$ cat config.mk
export PLATFORM = sky130hd
export DESIGN_NAME = pool_ofm_unpack
export DESIGN_NICKNAME = d
export VERILOG_FILES = /design/src/rtl/pool_ofm_unpack.sv
export SDC_FILE = /design/constraint.sdc
export NUM_CORES = 1
export LEC_CHECK = 0
export BUFFER_PORTS_ARGS = -buffer_cell sky130_fd_sc_hd__buf_4
export CAP_MARGIN = 20
export CORE_ASPECT_RATIO = 1.4
export CORE_UTILIZATION = 59
export DETAILED_ROUTE_END_ITERATION = 12
export PLACE_DENSITY = 0.85
export SYNTH_ARGS = -nofsm -noshare
export SYNTH_HDL_FRONTEND = slang
export SYNTH_SLANG_ARGS = --single-unit
export TNS_END_PERCENT = 50
$ cat constraint.sdc
create_clock -name clk -period 6.9 [get_ports clk]
set_input_delay 0.69 -clock clk [delete_from_list [all_inputs] [get_ports clk]]
set_output_delay 0.69 -clock clk [all_outputs]
set_load 0.01 [all_outputs]
$ cat src/rtl/pool_ofm_unpack.sv
// Sparse OFM readback: rebuilds dense channel vectors from packed
// non-zero bytes and per-channel flag groups held in the global buffers.
module pool_ofm_unpack #(
  parameter int DATA_WIDTH          = 8,
  parameter int NUMPEB              = 16,
  parameter int PORT_DATAWIDTH      = 96,
  parameter int GBFOFM_ADDRWIDTH    = 10,
  parameter int GBFFLGOFM_ADDRWIDTH = 8,
  parameter int NUMVEC_WIDTH        = 12
) (
  input  logic                           clk,
  input  logic                           rst,
  input  logic                           UNPK_Start,
  input  logic [NUMVEC_WIDTH-1:0]        UNPK_NumVec,
  output logic                           GBFOFM_EnRd,
  output logic [GBFOFM_ADDRWIDTH-1:0]    GBFOFM_AddrRd,
  input  logic [PORT_DATAWIDTH-1:0]      GBFOFM_DatRd,
  output logic                           GBFFLGOFM_EnRd,
  output logic [GBFFLGOFM_ADDRWIDTH-1:0] GBFFLGOFM_AddrRd,
  input  logic [PORT_DATAWIDTH-1:0]      GBFFLGOFM_DatRd,
  output logic [DATA_WIDTH*NUMPEB-1:0]   OFM_Dat,
  output logic                           OFM_Val,
  input  logic                           OFM_Rdy,
  output logic                           UNPK_Busy,
  output logic                           UNPK_Done
);

  localparam int W  = PORT_DATAWIDTH / DATA_WIDTH;
  localparam int G  = PORT_DATAWIDTH / NUMPEB;
  localparam int CW = $clog2(NUMPEB);
  localparam int BW = $clog2(W + 1);
  localparam int GW = $clog2(G);

  typedef enum logic [2:0] {
    IDLE, FLGRD, FLGLD, DEC, DATRD, DATLD, OUT, DONE
  } state_t;

  state_t state, state_nx;

  logic [PORT_DATAWIDTH-1:0]      flg_word, dat_word;
  logic [DATA_WIDTH*NUMPEB-1:0]   dat;
  logic [NUMVEC_WIDTH-1:0]        num_vec, vec_cnt;
  logic [GBFOFM_ADDRWIDTH-1:0]    dat_addr;
  logic [GBFFLGOFM_ADDRWIDTH-1:0] flg_addr;
  logic [CW-1:0]                  c, c_nx;
  logic [BW-1:0]                  b, b_nx;
  logic [GW-1:0]                  g;
  logic                           buf_v;
  logic [NUMPEB-1:0]              grp, grp_ld, grp_nx;
  logic [DATA_WIDTH-1:0]          cur;
  logic                           empty, empty_nx;
  logic                           last_ch, last_grp, last_vec;

  function automatic logic [NUMPEB-1:0] grp_of(
    input logic [PORT_DATAWIDTH-1:0] w,
    input int                        k
  );
    grp_of = '0;
    for (int i = 0; i < G; i++)
      if (i == k) grp_of = w[NUMPEB*i +: NUMPEB];
  endfunction

  function automatic logic [DATA_WIDTH-1:0] byte_of(
    input logic [PORT_DATAWIDTH-1:0] w,
    input int                        k
  );
    byte_of = '0;
    for (int i = 0; i < W; i++)
      if (i == k) byte_of = w[DATA_WIDTH*i +: DATA_WIDTH];
  endfunction

  assign grp      = grp_of(flg_word, int'(g));
  assign grp_ld   = grp_of(GBFFLGOFM_DatRd, 0);
  assign grp_nx   = grp_of(flg_word, int'(g) + 1);
  assign cur      = byte_of(dat_word, int'(b));
  assign c_nx     = c + CW'(1);
  assign b_nx     = grp[c] ? b + BW'(1) : b;
  assign empty    = !buf_v || b == BW'(W);
  assign empty_nx = !buf_v || b_nx == BW'(W);
  assign last_ch  = c == CW'(NUMPEB - 1);
  assign last_grp = g == GW'(G - 1);
  assign last_vec = vec_cnt + NUMVEC_WIDTH'(1) == num_vec;

  // Refills are decided one step ahead so a data fetch never costs
  // an extra DEC cycle for the channel that needs it.
  always_comb begin
    state_nx = state;
    unique case (state)
      IDLE:
        if (UNPK_Start)
          state_nx = (UNPK_NumVec == '0) ? DONE : FLGRD;
      FLGRD: state_nx = FLGLD;
      FLGLD: state_nx = (grp_ld[0] && empty) ? DATRD : DEC;
      DEC:
        if (last_ch)                    state_nx = OUT;
        else if (grp[c_nx] && empty_nx) state_nx = DATRD;
        else                            state_nx = DEC;
      DATRD: state_nx = DATLD;
      DATLD: state_nx = DEC;
      OUT:
        if (OFM_Rdy) begin
          if (last_vec)                 state_nx = DONE;
          else if (last_grp)            state_nx = FLGRD;
          else if (grp_nx[0] && empty)  state_nx = DATRD;
          else                          state_nx = DEC;
        end
      DONE:  state_nx = IDLE;
    endcase
  end

  always_ff @(posedge clk) begin
    if (rst) begin
      state    <= IDLE;
      flg_word <= '0;
      dat_word <= '0;
      dat      <= '0;
      num_vec  <= '0;
      vec_cnt  <= '0;
      dat_addr <= '0;
      flg_addr <= '0;
      c        <= '0;
      b        <= '0;
      g        <= '0;
      buf_v    <= 1'b0;
    end else begin
      state <= state_nx;
      unique case (state)
        IDLE:
          if (UNPK_Start) begin
            num_vec  <= UNPK_NumVec;
            vec_cnt  <= '0;
            dat_addr <= '0;
            flg_addr <= '0;
            c        <= '0;
            b        <= '0;
            g        <= '0;
            buf_v    <= 1'b0;
          end
        FLGRD: flg_addr <= flg_addr + GBFFLGOFM_ADDRWIDTH'(1);
        FLGLD: begin
          flg_word <= GBFFLGOFM_DatRd;
          g        <= '0;
          c        <= '0;
          dat      <= '0;
        end
        DEC: begin
          if (grp[c]) begin
            dat[DATA_WIDTH*c +: DATA_WIDTH] <= cur;
            b <= b + BW'(1);
          end
          c <= c_nx;
        end
        DATRD: dat_addr <= dat_addr + GBFOFM_ADDRWIDTH'(1);
        DATLD: begin
          dat_word <= GBFOFM_DatRd;
          b        <= '0;
          buf_v    <= 1'b1;
        end
        OUT:
          if (OFM_Rdy) begin
            vec_cnt <= vec_cnt + NUMVEC_WIDTH'(1);
            c       <= '0;
            if (!last_vec) begin
              dat <= '0;
              g   <= g + GW'(1);
            end
          end
        DONE: ;
      endcase
    end
  end

  assign GBFOFM_EnRd      = state == DATRD;
  assign GBFOFM_AddrRd    = dat_addr;
  assign GBFFLGOFM_EnRd   = state == FLGRD;
  assign GBFFLGOFM_AddrRd = flg_addr;
  assign OFM_Dat          = dat;
  assign OFM_Val          = state == OUT;
  assign UNPK_Busy        = state != IDLE;
  assign UNPK_Done        = state == DONE;

endmodule
* Yosys cells after proc, flatten, opt, wreduce, memory -nomap -nowiden
Cells that the tools add are included.
** Storage, ports and cells
- Register bits after elaboration :: 377
- Input bits :: 208
- Word-level logic and storage cells :: 152
** Cells by class
- $add $sub $neg :: 8
- Order comparisons :: 2
- Equality and inequality tests :: 37
- Shifts and indexed selects :: 2
- Multiplexer cells :: 61
- Reductions and logical operators :: 30
** Operators with widths (number)
- $mux W128 :: 3
- $pmux W128 S3 :: 1
- $bwmux W128 :: 1
- $shift A8 B34 Y128 const A :: 1
- $shiftx A8 B34 Y128 :: 1
- $mux W8 :: 13
- $mux W16 :: 6
- $mux W3 :: 12
- $neg A7 Y34 :: 1
- $eq A4 B4 Y1 const A :: 8
- $logic_not A32 Y1 :: 1
- $mux W12 :: 2
- $pmux W12 S2 :: 1
- $pmux W3 S8 :: 1
- $pmux W10 S2 :: 1
- $eq A3 B4 Y1 const A :: 4
- $pmux W4 S4 :: 1
- $pmux W8 S2 :: 1
- $eq A3 B3 Y1 const B :: 5
- $add A12 B1 Y12 const B :: 1
- $eq A12 B12 Y1 :: 1
- $eq A2 B4 Y1 const A :: 3
- $eq A3 B3 Y1 const A :: 4
- $eq A4 B4 Y1 const B :: 3
- other kinds (31) :: 64

* Logic depth before layout (Yosys ltp)
- Depth after elaboration :: 17
- Gate-level depth with buffers :: 16

* Worst setup path after synthesis
No wires, ideal clock.
- Path type :: register to register
- Start point :: reg g[2]
- End point :: reg dat[104] (netlist: OFM_Dat[104])
- Library setup time :: 131 ps
- Arrival time :: 3000 ps
- Path slack :: 3769 ps
- Stages on the path, launching flop included :: 15
- Path buffers :: 3
- Period minus slack after synthesis :: 3131 ps
- Cell sequence :: dfxtp_1 > buf_2 > inv_2 > ha_1 > or2_1 > buf_2 > a221oi_1 > nor4b_1 > nor4_1 > a21oi_2 > a32oi_4 > o211ai_4 > buf_6 > a21oi_4 > o32ai_1
** On the way
- Longest elaborated chain between the ends :: 11
** Ends and longest elaborated chain
- from (decl) :: line 47 : logic [GW-1:0] g;
- from (signal assigned) :: line 165 : g <= g + GW'(1);
- $logic_not A3 Y1 :: line 60 : if (i == k) grp_of = w[NUMPEB*i +: NUMPEB];
- $mux W16 (5 in series) :: line 60
- $mux W16 * :: line 60
- $bmux W1 S4 * :: line 147 : if (grp[c]) begin
- $mux W1 (implied by the code) * :: line 147
- $ne A2 B2 Y1 (no source line) *
- $reduce_and A4 Y1 (no source line) *
- to (signal, indexed assignment) :: line 148 : dat[DATA_WIDTH*c +: DATA_WIDTH] <= cur;
- to (decl) :: line 41 : logic [DATA_WIDTH*NUMPEB-1:0] dat;
Mark *: on every way between the ends. The rest lies on a longest branch, timed or not. The select of a mux whose other input is x is not followed.
A chain may end at the register's enable or synchronous reset.

* Worst setup path after layout
- Start point :: reg g[0]
- End point :: reg dat[46] (netlist: OFM_Dat[46])
Same word-level chain as after synthesis.

==> flow_summary.json <==
{
  "num_antenna_cells": 0,
  "cts_buffer_depth": 3,
  "async_flop_share_pct": 0,
  "max_stage_delay_ns": 0.78,
  "clk_latency_ns": 0.54,
  "grt_setup_unrepaired": "false",
  "cts_root_buf": "clkbuf_16",
  "route.detailed.wl_per_inst_um": 19.4,
  "period_share_pct": 69.2,
  "core-area_mm2": 0.0283,
  "setup_ws_ns": 2.12,
  "synth_mux_area_share_pct": 0.633,
  "fin_hold_ws_ns": 0.400,
  "peakVddDrop_v": 0.000234,
  "setup_viol": 0,
  "ctsHoldBuffers": 0,
  "synth_edf_count": 0,
  "pre_cts_ws_ns": 2.29,
  "post_cts_buffers": 0,
  "slew_viol_final": 0,
  "p_leak_nw": 7.59,
  "rows": 73,
  "max_clock_freq_ghz": 0.209,
  "critPathArrivalTime_ns": 5.16,
  "synth.avg_cell_area_um2": 7.85,
  "endpoint_kind": "flip-flop",
  "grt_pass1_wl_um": 85100,
  "vias": 17000,
  "dr.pass1.iters": 6,
  "drive_above_1_share_pct": 19.4,
  "utilization_pct": 73.9,
  "die_height_um": 203,
  "vias_per_cell": 6.03,
  "track_usage_pct": 35.9,
  "grt-ovfl-total": 0,
  "wl_um": 54700,
  "finalHoldViolCount": 0,
  "fp.dieArea_mm2": 0.0295,
  "worst-r2r-setup-slack_ns": 2.12,
  "port_buffers": 358,
  "ys_seq_area_share_pct": 44.4,
  "finalClockSkew_ns": 0.0159,
  "grt_pass1_vias": 16000,
  "synth-simple-area-share_pct": 20.2,
  "cts_buffers": 35,
  "yosysTopAreaCell": "dfxtp_1",
  "dp_hpwl_um": 38300,
  "drc": 0,
  "crit_chain": "inv_1 > ha_1 > buf_4 > o21ai_1 > a221oi_1 > a31oi_1 > nor2_1 > a211o_1 > a32oi_4 > o211ai_4 > a21oi_2 > o32ai_1",
  "cp_max_fo": 19,
  "status": "complete, no violations",
  "io_pins": 359,
  "htreeDepth": 2,
  "synth_fa_ha_area_share_pct": 1.18,
  "grt_start_max_net_pins": 165,
  "worstSetupPathType": "flip-flop to flip-flop",
  "gp_congestion": 0.971,
  "initial_core_util_pct": 60.0,
  "setup_tns_ns": 0,
  "synth_top_flop_cell": "dfxtp_1",
  "power.density_mw_per_mm2": 277,
  "worstMarginPinSlew_ns": 1.08,
  "synth_cell_types": 81,
  "slowest_stage": "o21ai_1",
  "netlist_instances": 2164,
  "fin_crit_ns": 4.78,
  "slew_headroom_pct": 28.0,
  "syn-num-nets": 2388,
  "drtAntennaViolNets": 0,
  "initialDrtViolationCount": 1496,
  "synth_top_family_by_area": "compound AO/OA/AOI/OAI gates",
  "die_w_um": 145,
  "cts_tree": "done",
  "synthTopCellsByArea": "dfxtp_1 (44%), nand2_1 (12%), a21oi_1 (8.8%), o32ai_1 (6.2%), inv_1 (3.2%)",
  "ys_ff_latch": 377,
  "synth_top_area_share_pct": 44.4,
  "hold_class": "input port to flip-flop",
  "antenna_found_initial": 0,
  "cts.reportedPaths.clkPinSlew_ns": 0.07,
  "startpoint_type": "flip-flop",
  "ctsResizeCount": 0,
  "areaGrowthSynthToFinish_pct": 23.1,
  "synth_xor_area_share_pct": 1.13,
  "max-cap-violations": 0,
  "nets": 2648,
  "syn-cell-area_mm2": 0.0170,
  "synth_compound_area_share_pct": 25.4,
  "power.total_w": 0.00578,
  "cts_sinks": 377,
  "synth_warnings": 0,
  "required_ns": 7.28
}
## metal layers
metal / track usage (%) / routed length [µm] / vias to the layer above
li1: - / - / 8054
met1: 42.3 / 21100 / 8023
met3: 4.43 / 3630 / 154
met5: 0 / 0 / -
met2: 64.1 / 27300 / 801
met4: 18.4 / 2660 / 0
## path summary, 6_finish.rpt
kind | startpoint | depth (start not counted) | endpoint
min reg2reg | flg_word[88] | 2 | flg_word[88]
max reg2reg | g[0] | 12 | OFM_Dat[46]
max | g[0] | 12 | OFM_Dat[46]
min | GBFOFM_DatRd[27] | 3 | dat_word[27]
## synthesized netlist by cell type (5+ instances only)
cell type    n
nor2b_1     12
a21oi_1    300
nand2b_1     5
and3_1      11
o211ai_1    13
a311oi_1     9
a21oi_2      6
inv_1      145
buf_1       14
a22o_1      16
nor3_1      10
nand3b_1    27
a31oi_1     10
o31a_1       6
a222oi_1     8
ha_1        16
nand3_1     36
a21oi_4     10
o21ai_0     66
xnor2_1     13
xor2_1       9
or3_1        8
a221oi_1     8
clkbuf_1   118
nor4_1      15
nand4_1      6
o31ai_1      8
a211o_1      6
dfxtp_1    377
nand2_1    545
a22oi_1      9
and2_1       7
o32ai_1    120
nor2_1      91
buf_2       15
## worst max-delay path: cells and delay by family (launching register included)
| family | cells | cell delay [ns] |
|---|---|---|
| AO/OA/AOI/OAI | 8 | 3.28 |
| flip-flops | 1 | 0.45 |
| buffers and inverters | 2 | 0.40 |
| adder cells (fa/ha/maj) | 1 | 0.39 |
| AND/OR/NAND/NOR | 1 | 0.07 |
## sequential cells by signal (all words and copies together) (netlist names)
register          cells
GBFOFM_AddrRd        10
OFM_Dat             128
c                     4
b                     4
num_vec              12
dat_word             96
g                     3
buf_v                 1
vec_cnt              12
state                 3
flg_word             96
GBFFLGOFM_AddrRd      8
## power by group
group	internal, W	total [W]	switching [W]
sequential	0.00236	0.00253	0.000163
clock	0.00122	0.00208	0.000860
combinational	0.000404	0.00118	0.000772
total	0.00399	0.00578	0.00180
## metrics by stage
step | std cells | instance area (µm²)
floorplan | 2164 | 17000
global placement | 2759 | 19600
detailed placement | 2760 | 19700
CTS | 2823 | 20900
global route | 2825 | 20900
finish | 2825 | 20900
## cell type report
cell class,instances,area [µm²]
flip-flops and latches,377,7550
repair buffers,375,2850
clock buffers,44,960
clock inverters,19,272
well taps,375,469
inverters,149,559
fillers,2183,7400
multi-input cells,1486,8260
## cell families after synthesis
kind of cell | count (synthesis)
fa+ha+maj | 16
flops | 377
compound gates | 642
mux | 9
xor+xnor | 22
simple gates | 797
buf+inv | 301
## placed cells by master, fill, tap and decap left out, drive strengths merged, types with 6 or more instances in the layout
| cell type | n |
|---|---|
| o31ai | 8 |
| o21ai | 69 |
| nor4 | 15 |
| nand4 | 6 |
| xor2 | 9 |
| nor3 | 11 |
| and2 | 7 |
| a211o | 6 |
| a311oi | 10 |
| a22o | 16 |
| buf | 374 |
| a221oi | 8 |
| nand3b | 27 |
| dfxtp | 377 |
| nand3 | 38 |
| xnor2 | 13 |
| or3 | 8 |
| clkbuf | 45 |
| clkinv | 9 |
| a22oi | 9 |
| o31a | 6 |
| a222oi | 8 |
| bufinv | 6 |
| nand2 | 545 |
| a31oi | 10 |
| nor2 | 91 |
| o211ai | 14 |
| ha | 16 |
| and3 | 11 |
| inv | 150 |
| o32ai | 120 |
| nor2b | 13 |
| a21oi | 316 |
Power figures use the tool's default switching activity.
